### src/rtl/fetch_seq_pkg.sv
// Shared definitions for the fetch-stage sequencer: state encoding,
// instruction-space bounds and the legal-PC test used by the PC logic.
package fetch_seq_pkg;

  localparam logic [31:0] PC_BASE_DEF  = 32'h0000_3000;
  localparam logic [31:0] PC_LIMIT_DEF = 32'h0000_6FFF;
  localparam int          IMEM_AW_DEF  = 12;

  typedef enum logic [1:0] {
    ST_FETCH = 2'd0,
    ST_HOLD  = 2'd1,
    ST_HALT  = 2'd2
  } fetch_state_t;

  // Word-aligned and inside [base, limit]; pc+4 past the limit fails here too.
  function automatic logic pc_legal(input logic [31:0] pc,
                                    input logic [31:0] base,
                                    input logic [31:0] limit);
    return (pc >= base) && (pc <= limit) && (pc[1:0] == 2'b00);
  endfunction

endpackage

### src/rtl/fetch_seq_if.sv
// Instruction-memory request/acknowledge bus between the fetch sequencer
// (master) and the instruction memory (slave).
interface fetch_seq_if #(
  parameter int AW = 12
);

  logic          imem_req;
  logic [AW-1:0] imem_addr;
  logic          imem_ack;
  logic [31:0]   imem_rdata;

  modport master (
    output imem_req,
    output imem_addr,
    input  imem_ack,
    input  imem_rdata
  );

  modport slave (
    input  imem_req,
    input  imem_addr,
    output imem_ack,
    output imem_rdata
  );

endinterface

### src/rtl/fetch_redirect_latch.sv
// Holds a redirect seen while a fetch is in flight and selects the PC that
// follows the fetch currently being acknowledged.
module fetch_redirect_latch
  import fetch_seq_pkg::*;
(
  input  logic        clk,
  input  logic        reset,
  input  logic        in_fetch,
  input  logic        ack_taken,
  input  logic        redirect_valid,
  input  logic [31:0] redirect_pc,
  input  logic [31:0] pc,
  output logic [31:0] npc
);

  logic        pend_valid_r;
  logic [31:0] pend_pc_r;

  // Capture the newest redirect during an unacknowledged fetch; drop it once used.
  always_ff @(posedge clk or negedge reset) begin
    if (!reset) begin
      pend_valid_r <= 1'b0;
      pend_pc_r    <= 32'h0000_0000;
    end else if (ack_taken) begin
      pend_valid_r <= 1'b0;
    end else if (in_fetch && redirect_valid) begin
      pend_valid_r <= 1'b1;
      pend_pc_r    <= redirect_pc;
    end
  end

  // A redirect arriving with the ack outranks an older pending one.
  always_comb begin
    npc = pc + 32'd4;
    if (redirect_valid) begin
      npc = redirect_pc;
    end else if (pend_valid_r) begin
      npc = pend_pc_r;
    end else begin
      npc = pc + 32'd4;
    end
  end

endmodule

### src/rtl/fetch_seq.sv
// Fetch-stage sequencer: one outstanding imem fetch, a single-entry
// instruction buffer for D, delayed-branch redirects and a sticky PC fault.
module fetch_seq
  import fetch_seq_pkg::*;
#(
  parameter logic [31:0] PC_BASE  = PC_BASE_DEF,
  parameter logic [31:0] PC_LIMIT = PC_LIMIT_DEF,
  parameter int          IMEM_AW  = IMEM_AW_DEF
) (
  input  logic               clk,
  input  logic               reset,
  input  logic               stall,
  input  logic               redirect_valid,
  input  logic [31:0]        redirect_pc,
  fetch_seq_if.master        imem,
  output logic               instr_valid,
  output logic [31:0]        instr,
  output logic [31:0]        instr_pc,
  output logic               fault
);

  fetch_state_t       state_r;
  logic [31:0]        pc_r;
  logic [IMEM_AW-1:0] addr_r;
  logic               req_r;
  logic               instr_valid_r;
  logic [31:0]        instr_r;
  logic [31:0]        instr_pc_r;
  logic               fault_r;

  logic               in_fetch_s;
  logic               ack_taken_s;
  logic [31:0]        npc_s;
  logic               npc_legal_s;
  logic               redir_legal_s;
  logic [IMEM_AW-1:0] npc_idx_s;
  logic [IMEM_AW-1:0] redir_idx_s;

  // req_r is low for the first cycle out of reset, so no ack can be taken then.
  assign in_fetch_s    = (state_r == ST_FETCH);
  assign ack_taken_s   = in_fetch_s && req_r && imem.imem_ack;
  assign npc_legal_s   = pc_legal(npc_s, PC_BASE, PC_LIMIT);
  assign redir_legal_s = pc_legal(redirect_pc, PC_BASE, PC_LIMIT);
  assign npc_idx_s     = IMEM_AW'((npc_s - PC_BASE) >> 2);
  assign redir_idx_s   = IMEM_AW'((redirect_pc - PC_BASE) >> 2);

  fetch_redirect_latch u_redirect (
    .clk            (clk),
    .reset          (reset),
    .in_fetch       (in_fetch_s),
    .ack_taken      (ack_taken_s),
    .redirect_valid (redirect_valid),
    .redirect_pc    (redirect_pc),
    .pc             (pc_r),
    .npc            (npc_s)
  );

  // Sequencer FSM with the PC, imem request and instruction buffer registers.
  always_ff @(posedge clk or negedge reset) begin
    if (!reset) begin
      state_r       <= ST_FETCH;
      pc_r          <= PC_BASE;
      addr_r        <= '0;
      req_r         <= 1'b0;
      instr_valid_r <= 1'b0;
      instr_r       <= 32'h0000_0000;
      instr_pc_r    <= PC_BASE;
      fault_r       <= 1'b0;
    end else begin
      case (state_r)
        ST_FETCH: begin
          if (ack_taken_s) begin
            instr_r       <= imem.imem_rdata;
            instr_pc_r    <= pc_r;
            instr_valid_r <= 1'b1;
            req_r         <= 1'b0;
            if (npc_legal_s) begin
              pc_r    <= npc_s;
              addr_r  <= npc_idx_s;
              state_r <= ST_HOLD;
            end else begin
              fault_r <= 1'b1;
              state_r <= ST_HALT;
            end
          end else begin
            req_r <= 1'b1;
          end
        end
        ST_HOLD: begin
          // An illegal target faults now but the buffered word is still handed over.
          if (redirect_valid && !fault_r) begin
            if (redir_legal_s) begin
              pc_r   <= redirect_pc;
              addr_r <= redir_idx_s;
            end else begin
              fault_r <= 1'b1;
            end
          end
          if (!stall) begin
            instr_valid_r <= 1'b0;
            if (fault_r || (redirect_valid && !redir_legal_s)) begin
              state_r <= ST_HALT;
              req_r   <= 1'b0;
            end else begin
              state_r <= ST_FETCH;
              req_r   <= 1'b1;
            end
          end
        end
        ST_HALT: begin
          req_r <= 1'b0;
          if (!stall) begin
            instr_valid_r <= 1'b0;
          end
        end
        default: begin
          state_r <= ST_HALT;
          req_r   <= 1'b0;
          fault_r <= 1'b1;
        end
      endcase
    end
  end

  assign imem.imem_req  = req_r;
  assign imem.imem_addr = addr_r;
  assign instr_valid    = instr_valid_r;
  assign instr          = instr_r;
  assign instr_pc       = instr_pc_r;
  assign fault          = fault_r;

endmodule

### src/flat_wrapper.sv
// flat-port wrapper written by rule: the top's interface ports become plain ports
module fetch_seq_flat import fetch_seq_pkg::*;
#(
  parameter logic [31:0] PC_BASE  = PC_BASE_DEF,
  parameter logic [31:0] PC_LIMIT = PC_LIMIT_DEF,
  parameter int          IMEM_AW  = IMEM_AW_DEF
)
  (clk, reset, stall, redirect_valid, redirect_pc, instr_valid, instr, instr_pc, fault, imem_imem_req, imem_imem_addr, imem_imem_ack, imem_imem_rdata);
  fetch_seq_if #(.AW(12)) imem_i ();
  input  logic clk;
  input  logic reset;
  input  logic stall;
  input  logic redirect_valid;
  input  logic [31:0] redirect_pc;
  output logic instr_valid;
  output logic [31:0] instr;
  output logic [31:0] instr_pc;
  output logic fault;
  output wire logic [$bits(imem_i.imem_req)-1:0] imem_imem_req;
  output wire logic [$bits(imem_i.imem_addr)-1:0] imem_imem_addr;
  input wire logic [$bits(imem_i.imem_ack)-1:0] imem_imem_ack;
  input wire logic [$bits(imem_i.imem_rdata)-1:0] imem_imem_rdata;
  assign imem_imem_req = imem_i.imem_req;
  assign imem_imem_addr = imem_i.imem_addr;
  assign imem_i.imem_ack = imem_imem_ack;
  assign imem_i.imem_rdata = imem_imem_rdata;
  fetch_seq #(.PC_BASE(PC_BASE), .PC_LIMIT(PC_LIMIT), .IMEM_AW(IMEM_AW)) u_core (.clk(clk), .reset(reset), .stall(stall), .redirect_valid(redirect_valid), .redirect_pc(redirect_pc), .imem(imem_i), .instr_valid(instr_valid), .instr(instr), .instr_pc(instr_pc), .fault(fault));
endmodule
### config.mk
export PLATFORM = sky130hd
export DESIGN_NAME = fetch_seq_flat
export DESIGN_NICKNAME = d
export VERILOG_FILES = /design/src/rtl/fetch_seq_pkg.sv /design/src/rtl/fetch_seq_if.sv /design/src/rtl/fetch_redirect_latch.sv /design/src/rtl/fetch_seq.sv /design/src/flat_wrapper.sv
export SDC_FILE = /design/constraint.sdc
export NUM_CORES = 1
export LEC_CHECK = 0
export CORE_ASPECT_RATIO = 1.5
export CORE_UTILIZATION = 50
export CTS_BUF_LIST = sky130_fd_sc_hd__clkbuf_4 sky130_fd_sc_hd__clkbuf_8
export CTS_CLUSTER_DIAMETER = 150
export DETAILED_ROUTE_END_ITERATION = 8
export DONT_BUFFER_PORTS = 1
export MAX_ROUTING_LAYER = met4
export PLACE_DENSITY = 0.68
export SETUP_SLACK_MARGIN = 0.02
export SYNTH_ARGS = -nofsm -noshare
export SYNTH_HDL_FRONTEND = slang
export SYNTH_HIERARCHICAL = 1
export SYNTH_SLANG_ARGS = --single-unit
### constraint.sdc
create_clock -name clk -period 2.8 [get_ports clk]
set_input_delay 0.7 -clock clk [delete_from_list [all_inputs] [get_ports clk]]
set_output_delay 0.7 -clock clk [all_outputs]
set_load 0.005 [all_outputs]
==> run_results.csv, run 1 <==
group,metric,value,unit
cells_and_area,drive_gt1_frac,0.312,
critical_path,crit_path_start_kind,"register",
drt,dr.pass1.iters,4,
yosys,synth-adder-area-share,0.00743,
critical_path,cp_max_fo,10,
clocking,clk_path_buf_depth,2,
timing,min_period,3040,ps
timing,tightest_slew,683,ps
yosys,netlist_area,0.00674,sq mm
power,power_density,469,mW/mm^2
power,power,0.00374,W
timing,setup-tns-final,-6970,ps
floorplanning,die_area,0.0140,sq mm
timing,finalCritPeriodShare,1.09,
timing,whs,-49.8,ps
yosys,synth_top_area_share,0.490,
critical_path,reg2reg_depth,12,
critical_path,worst-path-buf-inv,2,
critical_path,arrival,3360,ps
yosys,netlist_top_cells_area,"dfrtp_1 49%, nand2_1 12%, mux2_2 8.4%",
global_route,grt_usage,0.258,
yosys,syn_inst,681,
critical_path,max_stage_delay,540,ps
run,drv_cap,0,
global_route,grt_pass1_vias,5252,
clocking,clk_pin_slew,80,ps
cells_and_area,area_growth,18.4,%
yosys,ys.flop_type,"dfrtp_1",
clocking,cts_sinks,136,
yosys,muxShareOfSynthArea,0.121,
power,peakVddDrop,258,uV
cells_and_area,finish.instance_area,0.00798,sq mm
place,place.detailed.hpwl,12.0,mm
clocking,cts_buffers,17,
timing,slew_headroom,0.545,
floorplanning,io-pin-count,148,
drt,drc,0,
timing,slew_viol_final,0,
global_route,antenna_found_initial,0,
yosys,yosys_warnings,6,
yosys,ys_ff_latch,136,
yosys,synth_nets,754,
min_path,min_path_type,"in -> async",
yosys,syn_avg_cell_area,9.90,sq um
floorplanning,rows,51,
timing,hold_viol,132,
global_route,grt_max_degree,137,
drt,wl,17.1,mm
floorplanning,coreArea,0.0131,sq mm
yosys,synth-simple-area-share,0.229,
timing,rsz0062_at_grt,"true",
critical_path,end_kind,"register",
run_status,outcome,"finished with violations",
drt,vias,5065,
place,io_buffers,0,
floorplanning,start_util,0.515,
critical_path,crit_family,"simple AND/OR/NAND/NOR gates",
clocking,clock_latency,440,ps
yosys,synth_top_family_by_area,"simple AND/OR/NAND/NOR gates",
drt,first_iter_violations,219,
yosys,ys_types,55,
yosys,synthArstFlopShare,1.00,
timing,fin_skew,11.3,ps
critical_path,required,3120,ps
clocking,cts_root_buf,"clkbuf_8",
global_route,grt-ovfl-total,0,
power,p_leak,4.00,nW
place,placed_area,0.00722,sq mm
critical_path,crit_path_start,"u_core/pc_r[12]",
critical_path,cp.depth,12,
critical_path,critPathSlowestCell,"dfstp_2",
cells_and_area,diodes,0,
place,place_congestion,0.868,
drt,wl_per_cell,18.9,um
critical_path,r2r_start,"u_core/pc_r[12]",
critical_path,path_cells,"and4_4, nand3_4, nor4_4, xnor2_1, o21ai_2, nor4_4, buf_4, nand2_4, nor3_4, o221ai_4, buf_12, mux2_4",
floorplanning,fp.dieW,96.8,um
timing,fin_ws,-240,ps
yosys,synth_xor_xnor_area_share,0.0364,
cells_and_area,num-nets-final,803,
drt,antenna_left,0,
clocking,cts_tree,"yes",
place,dp_slack,-427,ps
run_status,violations,"hold timing, setup timing",
global_route,grt_first_pass_wirelength,27.0,mm
yosys,synth_compound_area_frac,0.0605,
drt,vias_per_cell,5.62,
clocking,cts_max_level,4,
timing,setup_violations,35,
critical_path,critPathKind,"reg -> reg",
yosys,ys_seq_area_frac,0.506,
floorplanning,die_h,144,um
yosys,yosysTopAreaCell,"dfrtp_1",
yosys,synth-edff-count,0,
critical_path,crit_path_frequent_cell,"nor4_4",
timing,fmax,0.329,GHz
-- what timing repair did --
action                                  in CTS  in global routing
pin swaps                                   14                  6
endpoints found under the setup margin      37                 36
buffers inserted                             4                  8
resized for setup                           27                 28
gates cloned                                 2                  1
endpoints found under the hold margin      132                132
-- routing by layer --
metal	global-route usage	routed length, um
met1	0.272	6510
met2	0.470	9330
met3	0.0604	875
met4	0.0982	350
met5	-	0
-- area by class of cell --
cell class                 instances  area, sq um
fill                            1085         5100
tap                              159          199
sequential                       136         3410
clock buffer                      19          255
multi-input combinational        496         3320
inverter                           8         30.0
timing repair buffer              71          592
clock inverter                    13          169
-- sequential cells by signal, summed over array words and instances (netlist names) --
name and flops:
u_core/imem.imem_req 1, u_core/instr_valid 1, u_core/instr 32, u_core/instr_pc 32, u_core/imem.imem_addr 2, u_core/state_r 2
u_core/u_redirect/pend_valid_r 1, u_core/u_redirect/pend_pc_r 32, u_core/pc_r 32, u_core/fault 1
-- path summary, 6_finish.rpt --
check / to / slack [ps]
setup / recovery: u_core/pc_r[3] / -240
hold / removal: u_core/instr[6] / -50
setup reg to reg: u_core/pc_r[3] / -240
hold reg to reg: u_core/instr_pc[11] / 510
max in group asynchronous: u_core/instr_pc[13] / 2610
min in group clk: u_core/instr[3] / 370
-- logic make-up (layout without fill, tap and decap cells) --
family          count (synthesis)  count (layout)
compound gates                 65              65
mux                            71              71
buf+inv                        50             111
flops                         136             136
xor+xnor                       28              28
fa+ha+maj                       4               4
simple gates                  327             328
-- cells in the final DEF, fill, tap and decap left out, drive strengths merged, types with 13 or more instances in the layout --
master,n
nand2,221
clkbuf,20
buf,70
nor3,14
o21ai,27
nand3,17
dfrtp,132
mux2,59
and2,22
a22oi,13
xnor2,17
-- through the flow --
stage | util | cells | hold WS [ps]
after floorplan | - | 681 | 404
after global placement | 0.552 | 856 | 408
after detailed placement | 0.552 | 856 | 408
after CTS | 0.599 | 894 | -69.3
after global routing | 0.610 | 902 | -78.9
final | 0.610 | 902 | -49.8
-- cell usage after synthesis (11+ instances only) --
cell type	number
nand2_1	221
dfrtp_1	132
mux2_2	50
o21ai_0	23
and2_1	21
clkbuf_1	17
xnor2_1	17
buf_4	14
a22oi_1	13
nand3_1	13
a21oi_1	12
mux2i_1	12
nor2_1	12
nor3_1	12
xor2_1	11
-- power breakdown --
part | total [W] | internal (W) | switching [W]
registers | 0.00196 | 0.00196 | 0.0000000000404
logic | 0.0000806 | 0.0000392 | 0.0000414
clock network | 0.00170 | 0.000921 | 0.000779
Note: power is estimated with default switching activity, not from simulation.
==> inputs of run 2 (changes only) <==
- PLACE_DENSITY: 0.68 -> 0.74
==> run_results.csv, run 2 (synthesis results as in run 1) <==
group,metric,value,unit
run_status,outcome,"finished with violations",
run_status,violations,"hold timing, setup timing",
drt,first_iter_violations,200,
timing,fin_ws,-188,ps
critical_path,max_stage_delay,540,ps
floorplanning,start_util,0.515,
power,clkPwrFrac,0.478,
critical_path,worst-path-buf-inv,2,
power,seqPwrFrac,0.501,
power,p_leak,4.05,nW
clocking,cts_sinks,136,
drt,routed-wl-met3,932,um
critical_path,end_kind,"register",
place,place.detailed.hpwl,12.2,mm
critical_path,required,3120,ps
timing,min_period,2990,ps
global_route,grt_first_pass_wirelength,27.0,mm
place,place_congestion,0.848,
timing,slew_headroom,0.544,
floorplanning,io-pin-count,148,
power,peakVddDrop,339,uV
critical_path,path_cells,"and4_4, nand3_4, nor2_4, nor2_1, or3_4, nor4_4, buf_4, nand2_2, nor3_4, o221ai_4, clkbuf_16, mux2_4",
clocking,clk_pin_slew,80,ps
cells_and_area,nFillCells,1049,
run,drv_cap,0,
global_route,grt_pass1_vias,5311,
critical_path,critPathKind,"reg -> reg",
cells_and_area,final_common_cell,"nand2_1",
place,dp_slack,-295,ps
drt,dr.pass1.iters,5,
floorplanning,die_h,144,um
drt,dr.max_layer_used,"met4",
critical_path,critPathSlowestCell,"dfstp_2",
floorplanning,fp.dieW,96.8,um
power,p_comb_frac,0.021,
cells_and_area,area_growth,20.4,%
timing,whs,-44.1,ps
timing,tightest_slew,684,ps
cells_and_area,drive_gt1_frac,0.308,
cells_and_area,diodes,0,
place,io_buffers,0,
timing,setup_violations,34,
power,p_sw_frac,0.216,
power,switchingPower,0.000845,W
critical_path,crit_path_start_kind,"register",
drt,dr_wl_met2,9.56,mm
cells_and_area,num-nets-final,815,
cells_and_area,finish.instance_area,0.00812,sq mm
timing,fin_skew,13.0,ps
timing,finalCritPeriodShare,1.07,
floorplanning,rows,51,
floorplanning,die_area,0.0140,sq mm
timing,rsz0062_at_grt,"true",
drt,wl_per_cell,19.1,um
clocking,cts_max_level,4,
drt,drc,0,
floorplanning,coreArea,0.0131,sq mm
clocking,cts_root_buf,"clkbuf_8",
global_route,antenna_found_initial,0,
power,p_int,0.00307,W
clocking,clk_path_buf_depth,2,
drt,antenna_left,0,
global_route,grt_usage,0.257,
global_route,grt-ovfl-total,0,
cells_and_area,final_cell_mix,"220 x nand2_1, 130 x dfrtp_1, 75 x buf_4, 50 x mux2_2",
clocking,cts_buffers,17,
critical_path,r2r_setup_slack,-190,ps
min_path,min_path_type,"in -> async",
place,placed_area,0.00729,sq mm
timing,hold_viol,45,
critical_path,arrival,3310,ps
timing,fmax,0.335,GHz
global_route,grt_max_degree,137,
power,power_density,483,mW/mm^2
clocking,cts_tree,"yes",
critical_path,crit_family,"simple AND/OR/NAND/NOR gates",
clocking,clock_latency,440,ps
drt,met1_length,6.58,mm
drt,vias_per_cell,5.67,
drt,wl,17.4,mm
drt,vias,5178,
timing,slew_viol_final,0,
critical_path,cp_max_fo,5,
==> run 2: cell count changes in the layout (fill, tap and decap cells not counted), sizes merged <==
cell,change
bufinv,+2
buf,+10
clkinv,+1
clkinvlp,-3
inv,+1
==> run 2: worst register-to-register path: cells and delay by family (launching register included) <==
kind                   cells  cell delay (ps)
and+or+nand+nor            8             1500
DFF                        1              540
buffers and inverters      2              380
muxes                      1              290
AOI/OAI and AO/OA          1              190
==> run 2: final cells by class <==
cell class	count	area [sq um]	area share
well taps	159	199	0.0245
flip-flops and latches	136	3410	0.420
multi-input cells	496	3290	0.406
repair buffers	83	728	0.0897
clock inverters	14	223	0.0274
clock buffers	17	234	0.0288
inverters	8	30.0	0.00370
==> run 2: stage by stage <==
| step | hold WS [ps] | total power, W | utilization | instances | setup TNS, ps |
|---|---|---|---|---|---|
| 2_1_floorplan | 404 | 0.00207 | - | 681 | 0 |
| 3_3_place_gp | 408 | 0.00208 | 0.557 | 867 | -9970 |
| 3_5_place_dp | 408 | 0.00208 | 0.557 | 867 | -8950 |
| 4_1_cts | -68.5 | 0.00395 | 0.610 | 908 | -5160 |
| 5_1_grt | -75.4 | 0.00405 | 0.620 | 913 | -9840 |
| 6_report | -44.1 | 0.00392 | 0.620 | 913 | -5630 |
==> run 2: metal layers <==
layer / up-vias / GRT usage
met2: 177 / 0.473
li1: 2411 / -
met4: 0 / 0.0951
met3: 23 / 0.0580
met5: - / -
met1: 2567 / 0.268
==> run 2: worst paths after layout <==
path | startpoint | endpoint | cells after the start
worst max-delay path | u_core/pc_r[12] | u_core/imem.imem_addr[11] | 12
worst max register to register | u_core/pc_r[12] | u_core/imem.imem_addr[11] | 12
min in group clk | imem_imem_rdata[25] | u_core/instr[25] | 2
worst min-delay path | reset | u_core/instr[31] | 0
worst min register to register | u_core/instr_pc[13] | u_core/instr_pc[13] | 2
max in group asynchronous | reset | u_core/pc_r[12] | 0
==> run 2: what timing repair did <==
action	in CTS	in global routing
buffers inserted	7	5
gates cloned	3	2
endpoints found under the setup margin	36	37
pin swaps	15	13
resized for setup	29	15
hold endpoints to repair	132	132
==> run 2: power groups by stage <==
stage	registers (W)	logic (W)	clock network, W
6_report	0.00196	0.0000832	0.00187
3_3_place_gp	0.00200	0.0000745	0
5_1_grt	0.00196	0.0000897	0.00199
2_1_floorplan	0.00200	0.0000640	0
3_5_place_dp	0.00200	0.0000748	0
4_1_cts	0.00196	0.0000779	0.00191
==> inputs of run 3 (changes only) <==
- CTS_BUF_LIST: sky130_fd_sc_hd__clkbuf_4 sky130_fd_sc_hd__clkbuf_8 -> not set
==> run_results.csv, run 3 (synthesis results as in run 1) <==
group,metric,value,unit
clocking,clk_pin_slew,60,ps
floorplanning,fp.dieW,96.8,um
cells_and_area,drive_gt1_frac,0.337,
power,power_density,542,mW/mm^2
global_route,grt_first_pass_wirelength,27.2,mm
clocking,cts_tree,"yes",
drt,wl_per_cell,19.5,um
timing,slew_viol_final,0,
clocking,clock_latency,410,ps
timing,fmax,0.330,GHz
critical_path,cp_max_fo,8,
clocking,cts_sinks,136,
place,dp_slack,-295,ps
clocking,cts_root_buf,"clkbuf_16",
global_route,grt_pass1_vias,5318,
drt,dr.pass1.iters,5,
drt,drc,0,
floorplanning,die_h,144,um
place,io_buffers,0,
power,p_int,0.00360,W
power,seqPwrFrac,0.434,
power,p_sw_frac,0.207,
critical_path,r2r_start,"u_core/pc_r[12]",
clocking,cts_max_level,4,
global_route,grt-ovfl-total,0,
floorplanning,rows,51,
timing,setup_violations,34,
cells_and_area,post-route-util,0.640,
power,p_leak,4.19,nW
critical_path,crit_path_start_kind,"register",
floorplanning,die_area,0.0140,sq mm
critical_path,required,3090,ps
floorplanning,start_util,0.515,
timing,slew_headroom,0.544,
timing,tightest_slew,683,ps
power,clkPwrFrac,0.547,
critical_path,end_kind,"register",
drt,vias,5155,
critical_path,critPathKind,"reg -> reg",
drt,vias_per_cell,5.65,
timing,finalCritPeriodShare,1.08,
timing,fin_ws,-234,ps
cells_and_area,final_cell_mix,"219 x nand2_1, 130 x dfrtp_1, 75 x buf_4, 50 x mux2_2",
critical_path,crit_path_start,"u_core/pc_r[12]",
global_route,antenna_found_initial,0,
drt,antenna_left,0,
run,drv_cap,0,
min_path,min_path_type,"in -> async",
power,switchingPower,0.000936,W
global_route,grt_max_degree,137,
timing,hold_viol,88,
drt,wl,17.8,mm
cells_and_area,final_common_cell,"nand2_1",
global_route,grt_usage,0.260,
run_status,outcome,"finished with violations",
timing,min_period,3030,ps
floorplanning,coreArea,0.0131,sq mm
place,place.detailed.hpwl,12.2,mm
clocking,clk_path_buf_depth,2,
run_status,violations,"hold timing, setup timing",
timing,rsz0062_at_grt,"true",
cells_and_area,diodes,0,
floorplanning,io-pin-count,148,
cells_and_area,area_growth,24.2,%
drt,first_iter_violations,249,
critical_path,arrival,3330,ps
timing,whs,-18.2,ps
power,peakVddDrop,356,uV
power,p_comb_frac,0.019,
cells_and_area,num-nets-final,815,
place,place_congestion,0.848,
timing,fin_skew,9.21,ps
clocking,cts_buffers,17,
critical_path,r2r_setup_slack,-230,ps
run 3: cell types whose count changed in the layout (fill, tap and decap cells not counted), moves of 2 or more:
cell       change
and2_4        +14
o21ai_1        -3
clkbuf_16     +17
clkbuf_8      -17
o21ai_2        +2
xnor2_2        +2
xnor2_1        -2
and2_1        -14
run 3: metrics by stage:
| step | power (W) | setup TNS [ps] | cells | instance area, sq um |
|---|---|---|---|---|
| global placement | 0.00208 | -9970 | 867 | 7290 |
| detailed placement | 0.00208 | -8950 | 867 | 7290 |
| global route | 0.00465 | -9570 | 913 | 8370 |
| floorplan | 0.00207 | 0 | 681 | 6790 |
| finish | 0.00453 | -6640 | 913 | 8370 |
| CTS | 0.00456 | -4650 | 907 | 8140 |
run 3: what timing repair did:
action | 4_1_cts | 5_1_grt
resized for setup | 26 | 40
pin swaps | 17 | 19
buffers inserted | 7 | 5
endpoints found under the hold margin | 132 | 132
endpoints found under the setup margin | 36 | 36
cloned | 2 | 2
run 3: worst max-delay path: stages (launching register included):
cell and delay (ps):
dfstp_2 540, and4_4 260, buf_4 130, and3_1 170
nand3_2 90, xor2_2 200, o21ai_1 110, nor4_2 390
nand2_4 90, nor3_4 240, o221ai_4 180, clkbuf_16 220
mux2_2 290
run 3: path summary, 6_finish.rpt:
check                                           end  cells after the start
worst max register to register      u_core/pc_r[11]                     12
worst min register to register     u_core/instr[12]                      2
worst min-delay path                u_core/pc_r[17]                      0
min in group clk                   u_core/instr[25]                      2
worst max-delay path                u_core/pc_r[11]                     12
max in group asynchronous       u_core/instr_pc[13]                      0
run 3: cell type report:
type | instances | area (sq um)
flip-flops and latches | 136 | 3410
clock buffers | 17 | 425
repair buffers | 83 | 712
well taps | 159 | 199
clock inverters | 14 | 223
multi-input cells | 496 | 3370
inverters | 8 | 30.0
fillers | 998 | 4710
run 3: power by group through the flow:
stage | Combinational, W | Sequential [W] | Clock [W]
after detailed placement | 0.0000748 | 0.00200 | 0
after CTS | 0.0000781 | 0.00197 | 0.00251
after floorplan | 0.0000640 | 0.00200 | 0
after global placement | 0.0000745 | 0.00200 | 0
after global routing | 0.0000935 | 0.00196 | 0.00259
final | 0.0000869 | 0.00197 | 0.00248
run 3: layer usage:
metal | global-route usage | vias up | wire length (um)
li1 | - | 2404 | -
met1 | 0.275 | 2552 | 6700
met2 | 0.472 | 172 | 9750
met3 | 0.0638 | 27 | 935
met4 | 0.0927 | 0 | 399
met5 | - | - | 0
